$ cat config.mk
export PLATFORM = sky130hd
export DESIGN_NAME = crown_finish_ctrl
export DESIGN_NICKNAME = d
export VERILOG_FILES = /design/src/rtl/crown_finish_ctrl.sv
export SDC_FILE = /design/constraint.sdc
export NUM_CORES = 1
export LEC_CHECK = 0
export ABC_AREA = 1
export CORE_MARGIN = 2
export CORE_UTILIZATION = 30
export CTS_CLUSTER_SIZE = 10
export DETAILED_ROUTE_END_ITERATION = 6
export HOLD_SLACK_MARGIN = 0.05
export MAX_ROUTING_LAYER = met4
export PLACE_DENSITY_LB_ADDON = 0.15
export SKIP_CTS_REPAIR_TIMING = 1
export SYNTH_ARGS = -nofsm -noshare
export SYNTH_HDL_FRONTEND = slang
export SYNTH_SLANG_ARGS = --single-unit
$ cat constraint.sdc
create_clock -name clk -period 1.8 [get_ports clk]
set_clock_uncertainty 0.1 [all_clocks]
set_input_delay 0.36 -clock clk [delete_from_list [all_inputs] [get_ports clk]]
set_output_delay 0.36 -clock clk [all_outputs]
set_load 0.05 [all_outputs]
$ cat src/rtl/crown_finish_ctrl.sv
`default_nettype none
// +----------------------------------------------------------------------------+
// | crown_finish_ctrl : last-level crown gating, touch detect, blink, win and  |
// | restart handshake. Option macro: CROWN_AUTO_RESTART_EN (timed restart).    |
// | Revision: 1.0                                                              |
// +----------------------------------------------------------------------------+
module crown_finish_ctrl #(
  parameter int MAX_LEVEL     = 4,
  parameter int FINISH_X_LEFT = 500,
  parameter int FINISH_Y_UP   = 100,
  parameter int CROWN_W       = 64,
  parameter int CROWN_H       = 48,
  parameter int CHAR_W        = 32,
  parameter int CHAR_H        = 32,
  parameter int HIT_FRAMES    = 4,
  parameter int FLASH_PERIOD  = 8,
  parameter int FLASH_TOGGLES = 6,
  parameter int WON_FRAMES    = 120
) (
  input  logic        clk,
  input  logic        rst,
  input  logic        vsync,
  input  logic [1:0]  level,
  input  logic [10:0] char_x,
  input  logic [10:0] char_y,
  input  logic        btn_start,
  input  logic        restart_ack,
  output logic        crown_en,
  output logic        game_won,
  output logic        restart_req
);

  localparam logic [2:0] S_IDLE  = 3'd0;
  localparam logic [2:0] S_SHOW  = 3'd1;
  localparam logic [2:0] S_FLASH = 3'd2;
  localparam logic [2:0] S_WON   = 3'd3;
  localparam logic [2:0] S_REQ   = 3'd4;

  // One frame counter serves both the blink period and the WON dwell.
  localparam int C_FRAME_MAX = (FLASH_PERIOD > WON_FRAMES) ? FLASH_PERIOD : WON_FRAMES;
  localparam int C_FRAME_W   = $clog2(C_FRAME_MAX + 1);
  localparam int C_HIT_W     = $clog2(HIT_FRAMES + 1);
  localparam int C_TOG_W     = $clog2(FLASH_TOGGLES + 1);

  localparam logic [C_HIT_W-1:0]   C_HIT_LAST   = C_HIT_W'(HIT_FRAMES - 1);
  localparam logic [C_FRAME_W-1:0] C_FLASH_LAST = C_FRAME_W'(FLASH_PERIOD - 1);
  localparam logic [C_TOG_W-1:0]   C_TOG_LAST   = C_TOG_W'(FLASH_TOGGLES - 1);
  localparam logic [1:0]           C_CROWN_LVL  = 2'(MAX_LEVEL - 1);

  localparam logic [11:0] C_X_LEFT  = 12'(FINISH_X_LEFT);
  localparam logic [11:0] C_X_RIGHT = 12'(FINISH_X_LEFT + CROWN_W);
  localparam logic [11:0] C_Y_UP    = 12'(FINISH_Y_UP);
  localparam logic [11:0] C_Y_DOWN  = 12'(FINISH_Y_UP + CROWN_H);
  localparam logic [11:0] C_CHAR_W  = 12'(CHAR_W);
  localparam logic [11:0] C_CHAR_H  = 12'(CHAR_H);

  logic [2:0]           r_state;
  logic                 r_vsync_q;
  logic [C_HIT_W-1:0]   r_hit_cnt;
  logic [C_FRAME_W-1:0] r_frame_cnt;
  logic [C_TOG_W-1:0]   r_tog_cnt;
  logic                 r_crown_en;
  logic                 r_game_won;
  logic                 r_restart_req;

  logic w_tick;
  logic w_overlap;
  logic w_level_ok;
  logic w_restart_go;

  assign w_tick     = vsync & ~r_vsync_q;
  assign w_level_ok = (level == C_CROWN_LVL);

  // Sums are one bit wider than the coordinates so a box near 2047 cannot wrap.
  assign w_overlap = ({1'b0, char_x} < C_X_RIGHT) &&
                     (({1'b0, char_x} + C_CHAR_W) > C_X_LEFT) &&
                     ({1'b0, char_y} < C_Y_DOWN) &&
                     (({1'b0, char_y} + C_CHAR_H) > C_Y_UP);

`ifdef CROWN_AUTO_RESTART_EN
  localparam logic [C_FRAME_W-1:0] C_WON_LAST = C_FRAME_W'(WON_FRAMES - 1);
  assign w_restart_go = w_tick && (r_frame_cnt >= C_WON_LAST);
`else
  logic r_btn_q;

  always_ff @(posedge clk or posedge rst) begin
    if (rst) begin
      r_btn_q <= 1'b0;
    end else begin
      r_btn_q <= btn_start;
    end
  end

  assign w_restart_go = btn_start & ~r_btn_q;
`endif

  always_ff @(posedge clk or posedge rst) begin
    if (rst) begin
      r_state       <= S_IDLE;
      r_vsync_q     <= 1'b0;
      r_hit_cnt     <= '0;
      r_frame_cnt   <= '0;
      r_tog_cnt     <= '0;
      r_crown_en    <= 1'b0;
      r_game_won    <= 1'b0;
      r_restart_req <= 1'b0;
    end else begin
      r_vsync_q <= vsync;
      case (r_state)
        S_IDLE: begin
          r_hit_cnt     <= '0;
          r_frame_cnt   <= '0;
          r_tog_cnt     <= '0;
          r_crown_en    <= 1'b0;
          r_game_won    <= 1'b0;
          r_restart_req <= 1'b0;
          if (w_level_ok) begin
            r_state    <= S_SHOW;
            r_crown_en <= 1'b1;
          end
        end

        S_SHOW: begin
          if (!w_level_ok) begin
            r_state     <= S_IDLE;
            r_hit_cnt   <= '0;
            r_frame_cnt <= '0;
            r_tog_cnt   <= '0;
            r_crown_en  <= 1'b0;
            r_game_won  <= 1'b0;
          end else if (w_tick) begin
            if (!w_overlap) begin
              r_hit_cnt <= '0;
            end else if (r_hit_cnt >= C_HIT_LAST) begin
              r_state     <= S_FLASH;
              r_hit_cnt   <= '0;
              r_frame_cnt <= '0;
              r_tog_cnt   <= '0;
              r_crown_en  <= 1'b1;
              r_game_won  <= 1'b1;
            end else begin
              r_hit_cnt <= r_hit_cnt + 1'b1;
            end
          end
        end

        S_FLASH: begin
          if (!w_level_ok) begin
            r_state     <= S_IDLE;
            r_hit_cnt   <= '0;
            r_frame_cnt <= '0;
            r_tog_cnt   <= '0;
            r_crown_en  <= 1'b0;
            r_game_won  <= 1'b0;
          end else if (w_tick) begin
            if (r_frame_cnt >= C_FLASH_LAST) begin
              r_frame_cnt <= '0;
              if (r_tog_cnt >= C_TOG_LAST) begin
                r_state    <= S_WON;
                r_tog_cnt  <= '0;
                r_crown_en <= 1'b1;
              end else begin
                r_tog_cnt  <= r_tog_cnt + 1'b1;
                r_crown_en <= ~r_crown_en;
              end
            end else begin
              r_frame_cnt <= r_frame_cnt + 1'b1;
            end
          end
        end

        S_WON: begin
          r_crown_en <= 1'b1;
          r_game_won <= 1'b1;
          if (w_restart_go) begin
            r_state       <= S_REQ;
            r_frame_cnt   <= '0;
            r_restart_req <= 1'b1;
          end else if (w_tick && (r_frame_cnt < C_FRAME_W'(C_FRAME_MAX))) begin
            r_frame_cnt <= r_frame_cnt + 1'b1;
          end
        end

        S_REQ: begin
          if (restart_ack) begin
            r_state       <= S_IDLE;
            r_restart_req <= 1'b0;
            r_game_won    <= 1'b0;
            r_crown_en    <= 1'b0;
          end
        end

        default: begin
          r_state <= S_IDLE;
        end
      endcase
    end
  end

  assign crown_en    = r_crown_en;
  assign game_won    = r_game_won;
  assign restart_req = r_restart_req;

endmodule
`default_nettype wire

== Word level (Yosys, flattened, before mapping) ==
Cells that the tools add are included.
Cells by class
  add/subtract/negate cells: 5
  $lt $le $gt $ge: 8
  eq/ne operators: 16
  muxes and demuxes: 52
  bitwise operators: 5
  reductions and logical operators: 16
Operator list (number)
  3-bit 2-to-1 mux: 24
  7-bit 2-to-1 mux: 9
  7-bit case mux with 4 select lines: 1
  11-bit by 6-bit adder with 12-bit output, second input constant: 2
  3-bit != test, second input constant: 7
  3-bit case mux with 3 select lines: 2
  6-bit AND reduction: 3
  3-bit case mux with 5 select lines: 1
  12-bit by 7-bit > comparator with 1-bit output, second input constant: 1
  12-bit by 9-bit > comparator with 1-bit output, second input constant: 1
  1-bit 2-to-1 mux: 12
  11-bit by 10-bit less-than comparator with 1-bit output, second input constant: 1
  11-bit by 8-bit less-than comparator with 1-bit output, second input constant: 1
  1-bit case mux with 5 select lines: 2
  9-bit AND reduction: 1
  2-bit != test, second input constant: 4
  7-bit by 1-bit adder with 7-bit output, second input constant: 1
  7-bit by 3-bit >= comparator with 1-bit output, second input constant: 1
  7-bit less-than comparator, second input constant: 1
  7-bit AND reduction: 1
  3-bit by 1-bit adder with 3-bit output, second input constant: 2
  3-bit by 2-bit equality test with 1-bit output, second input constant: 2
  3-bit AND reduction: 2
  3-bit nonzero test: 2
  12 further kinds: 18
Word-level totals
  bits in registers: 21
  input bits: 29
  output and inout bits: 3
  word-level logic and storage cells: 111

== Depth between registers and ports, before layout ==
  depth in word-level cells: 9
  depth in mapped cells: 14
  depth with buffers taken out: 14

== Worst setup path after synthesis ==
No wires, ideal clock.
  kind: input -> register
  from: input char_x[6]
  to: register r_game_won (netlist: game_won)
  setup time: 66 ps
  arrival time: 1496 ps
  required time: 1634 ps
  setup slack: 138 ps
  stages on the path: 12
  path buffers: 1
  cell sequence: inv_1 > ha_1 > nor2_1 > nand3_1 > nor2_1 > nand2_1 > nand2_1 > nand3_2 > nand2_4 > buf_6 > nand4_1 > nand2_1
On the way
  cells in the longest elaborated chain, start to end: 7
  elaborated cells on any way between the ends: 8
  classes of those cells: 1 x add/sub; 2 x order compare; 1 x eq/ne; 4 x reduce/logical
RTL lines
  from (decl): RTL line 24  | input logic [10:0] char_x,
  11-bit by 6-bit adder with 12-bit output: RTL line 76  | (({1'b0, char_x} + C_CHAR_W) > C_X_LEFT) &&
  12-bit by 9-bit > comparator with 1-bit output: RTL line 76
  1-bit logical AND (*): RTL line 75  | assign w_overlap = ({1'b0, char_x} < C_X_RIGHT) &&
  1-bit logical AND (*): RTL line 76
  1-bit logical AND (*): RTL line 77  | ({1'b0, char_y} < C_Y_DOWN) &&
  3-bit != test (no source line) (*)
  6-bit AND reduction (no source line) (*)
  to (signal assigned): RTL line 105  | r_game_won <= 1'b0;
  to (signal assigned): RTL line 115  | r_game_won <= 1'b0;
  to (signal assigned): RTL line 130  | r_game_won <= 1'b0;
  to (decl): RTL line 63  | logic r_game_won;
Mark *: on every way between the ends. The rest lies on a longest branch, timed or not.
A chain may end at the register's enable or synchronous reset.

== Final worst setup path ==
  from: register r_state[2]
  to: register r_tog_cnt[1]
On the way
  cells in the longest elaborated chain, start to end: 3
  elaborated cells on any way between the ends: 11
  classes of those cells: 7 x eq/ne; 1 x mux; 3 x reduce/logical
RTL lines
  from (decl): RTL line 57  | logic [2:0] r_state;
  from (signal assigned): RTL line 99  | r_state <= S_IDLE;
  from (signal assigned): RTL line 118  | r_state <= S_SHOW;
  from (signal assigned): RTL line 125  | r_state <= S_IDLE;
  3-bit by 2-bit equality test with 1-bit output, or another cell as far along: RTL line 109  | case (r_state)
  3-bit != test (no source line) / 3-bit nonzero test (equally long branches)
  6-bit AND reduction (no source line)
  to (signal assigned): RTL line 163  | r_tog_cnt <= r_tog_cnt + 1'b1;
  to (decl): RTL line 61  | logic [C_TOG_W-1:0] r_tog_cnt;
Parallel ways exist; a longest one is shown, timed or not.

==> impl_metrics.yaml <==
outcome:
  status: "finished, final reports clean"
yosys:
  synth_most_common_cell: "nand2_1"
  synth-edff-count: 0
  synth_cells: 238
  syn_nets: 276
  yosysTopAreaCellShare_pct: 31.0
  ys_types: 29
  ys_ff_latch: 21
  synth_area_leaders: "dfrtp_1, nand2_1, ha_1"
  ys.warnings.count: 0
  netlist_area_um2: 1700
  synthArstFlopShare_pct: 100
  synth_commonest_cells: "nand2_1, inv_1, nor2_1"
  syn-mean-instance-area_um2: 7.12
  synth_flop_cell: "dfrtp_1"
  yosys.area.top_type: "dfrtp_1"
  yosysSeqAreaShare_pct: 31.0
grt:
  globalRouteTotalUtil_pct: 14.0
  top_usage_layer: "met2"
  use_met2_pct: 21.9
  antenna_found_initial: 0
  grt_overflow: 0
  use_met3_pct: 1.59
  grt_pass1_vias: 1614
  grt_max_degree: 22
  grt_use_met1_pct: 18.3
  grt_pass1_wl_mm: 6.94
setup_path:
  crit_required_ns: 1.86
  startpoint_type: "register"
  crit_type: "register to register"
  rr_startpoint: "r_state[2]$_DFFE_PP0P_"
  cp_max_fo: 8
  cp-end-kind: "register"
  crit_arrival_ns: 1.77
  startpoint: "r_state[2]$_DFFE_PP0P_"
floorplanning:
  rows: 27
  initial_core_util_pct: 31.0
  io_pins: 32
  fp.coreArea_um2: 5470
  die_y_um: 79.2
  die-area_um2: 6270
  die_width_um: 79.2
timing:
  final.setup.worst_slack_ns: 0.0913
  slew_headroom_pct: 77.5
  max_freq_mhz: 585
  fin_setup_tns_ns: 0
  setup_viol: 0
  rsz0062_at_grt: "yes"
  maxSlewViolCount: 0
  timing_hold_violations_final: 0
  finalCriticalPeriod_ns: 1.71
  hold-worst-slack_ns: 0.141
  tightest_slew_ns: 0.338
  period_share_pct: 94.9
routing:
  routed_wl_mm: 4.22
  drt-vias-per-instance: 4.64
  vias: 1711
  ant_nets: 0
  avgRoutedWirePerCell_um: 11.4
  drt-initial-drc-count: 60
  firstDrtPassIters: 4
  route.detailed.drc: 0
cts:
  cts_tree: "yes"
  h-tree-depth: 1
  cts_root_buffer: "clkbuf_8"
  clkTransAtPathRegs_ns: 0.09
  cts_sinks: 21
  clock_latency_ns: 0.26
  cts_inserted_buffers: 3
  cts_buffer_depth: 2
placement:
  dpl_worst_slack_ns: -0.535
  gp_congestion: 0.835
  hpwl_mm: 3.09
  placed_cell_area_um2: 2180
  placed_cells: 354
  portBuffers: 31
power:
  leakagePower_nw: 1.28
  vdd_drop_max_mv: 0.453
  power_mw: 2.04
  powerDensity_nw_per_um2: 834
cells_and_area:
  syn_to_final_growth_pct: 44.4
  final_util_pct: 44.7
  final_cells: 369
  drive_above_1_share_pct: 29.3
  fin_area_um2: 2450
  antennaDiodeCount: 0
  nNetsFinal: 336
job:
  cap_violations: 0
min_path:
  hold_class: "input pin to register"
  hold_start: "btn_start"
[metal layers]
layer	up-vias	wire length (um)
met5	-	0
met4	0	79
met3	8	177
met2	48	1980
met1	758	1990
li1	897	-
[where the power goes]
part | internal (mW) | leakage (nW) | switching, mW
sequential | 0.533 | 0.283 | 0.0672
combinational | 0.447 | 0.970 | 0.668
clock | 0.154 | 0.0255 | 0.171
[layout by cell type (no fill, tap or decap), drive strengths merged, types with 2 or more instances in the layout]
cell type,instances
a21oi,6
nor3,9
nor3b,3
clkdlybuf4s50,15
buf,30
dlymetal6s2s,11
o21ai,16
dfrtp,21
nor2,28
a21boi,2
xnor2,2
inv,29
clkbuf,5
ha,9
nand2,75
nand3,19
nand4,13
[flip-flops by register name, summed over array words and instances (netlist names)]
signal	flops
crown_en	1
r_tog_cnt	3
restart_req	1
r_hit_cnt	3
game_won	1
r_btn_q	1
r_state	3
r_vsync_q	1
r_frame_cnt	7
[cells by family after synthesis]
group                      after synthesis  synth area share, %
AOI/OAI and AO/OA                       24                 8.04
xor gates and xnor gates                 3                 1.55
DFF                                     21                 31.0
adders and majority gates                9                 6.64
and+or+nand+nor                        149                 44.7
buffers and inverters                   32                 8.04
[final timing paths]
path                                       endpoint  slack (ns)  cells after the start
max in group asynchronous    r_state[2]$_DFFE_PP0P_        1.04                      3
setup / recovery           r_tog_cnt[1]$_DFFE_PP0P_        0.09                      8
hold reg to reg                game_won$_DFFE_PP0P_        0.39                      2
setup reg to reg           r_tog_cnt[1]$_DFFE_PP0P_        0.09                      8
min in group asynchronous  r_hit_cnt[1]$_DFFE_PP0P_        0.32                      3
hold / removal                    r_btn_q$_DFF_PP0_        0.14                      1
[worst max-delay path, stage by stage, from the launching register on]
cell and delay [ns]:
dfrtp_2 0.49, nor3_2 0.24, nand2_2 0.13, inv_1 0.17, nand2_8 0.08, buf_4 0.15
buf_4 0.13, nand4_1 0.07, nand2_1 0.06
[area by class of cell]
type | instances | area, um2
clock buffers | 3 | 41.3
clock inverters | 1 | 5.00
fillers | 576 | 3030
inverters | 29 | 114
multi-input cells | 185 | 1140
flip-flops and latches | 21 | 527
well taps | 72 | 90.1
repair buffers | 58 | 534
Note: power is estimated with default switching activity, not from simulation.
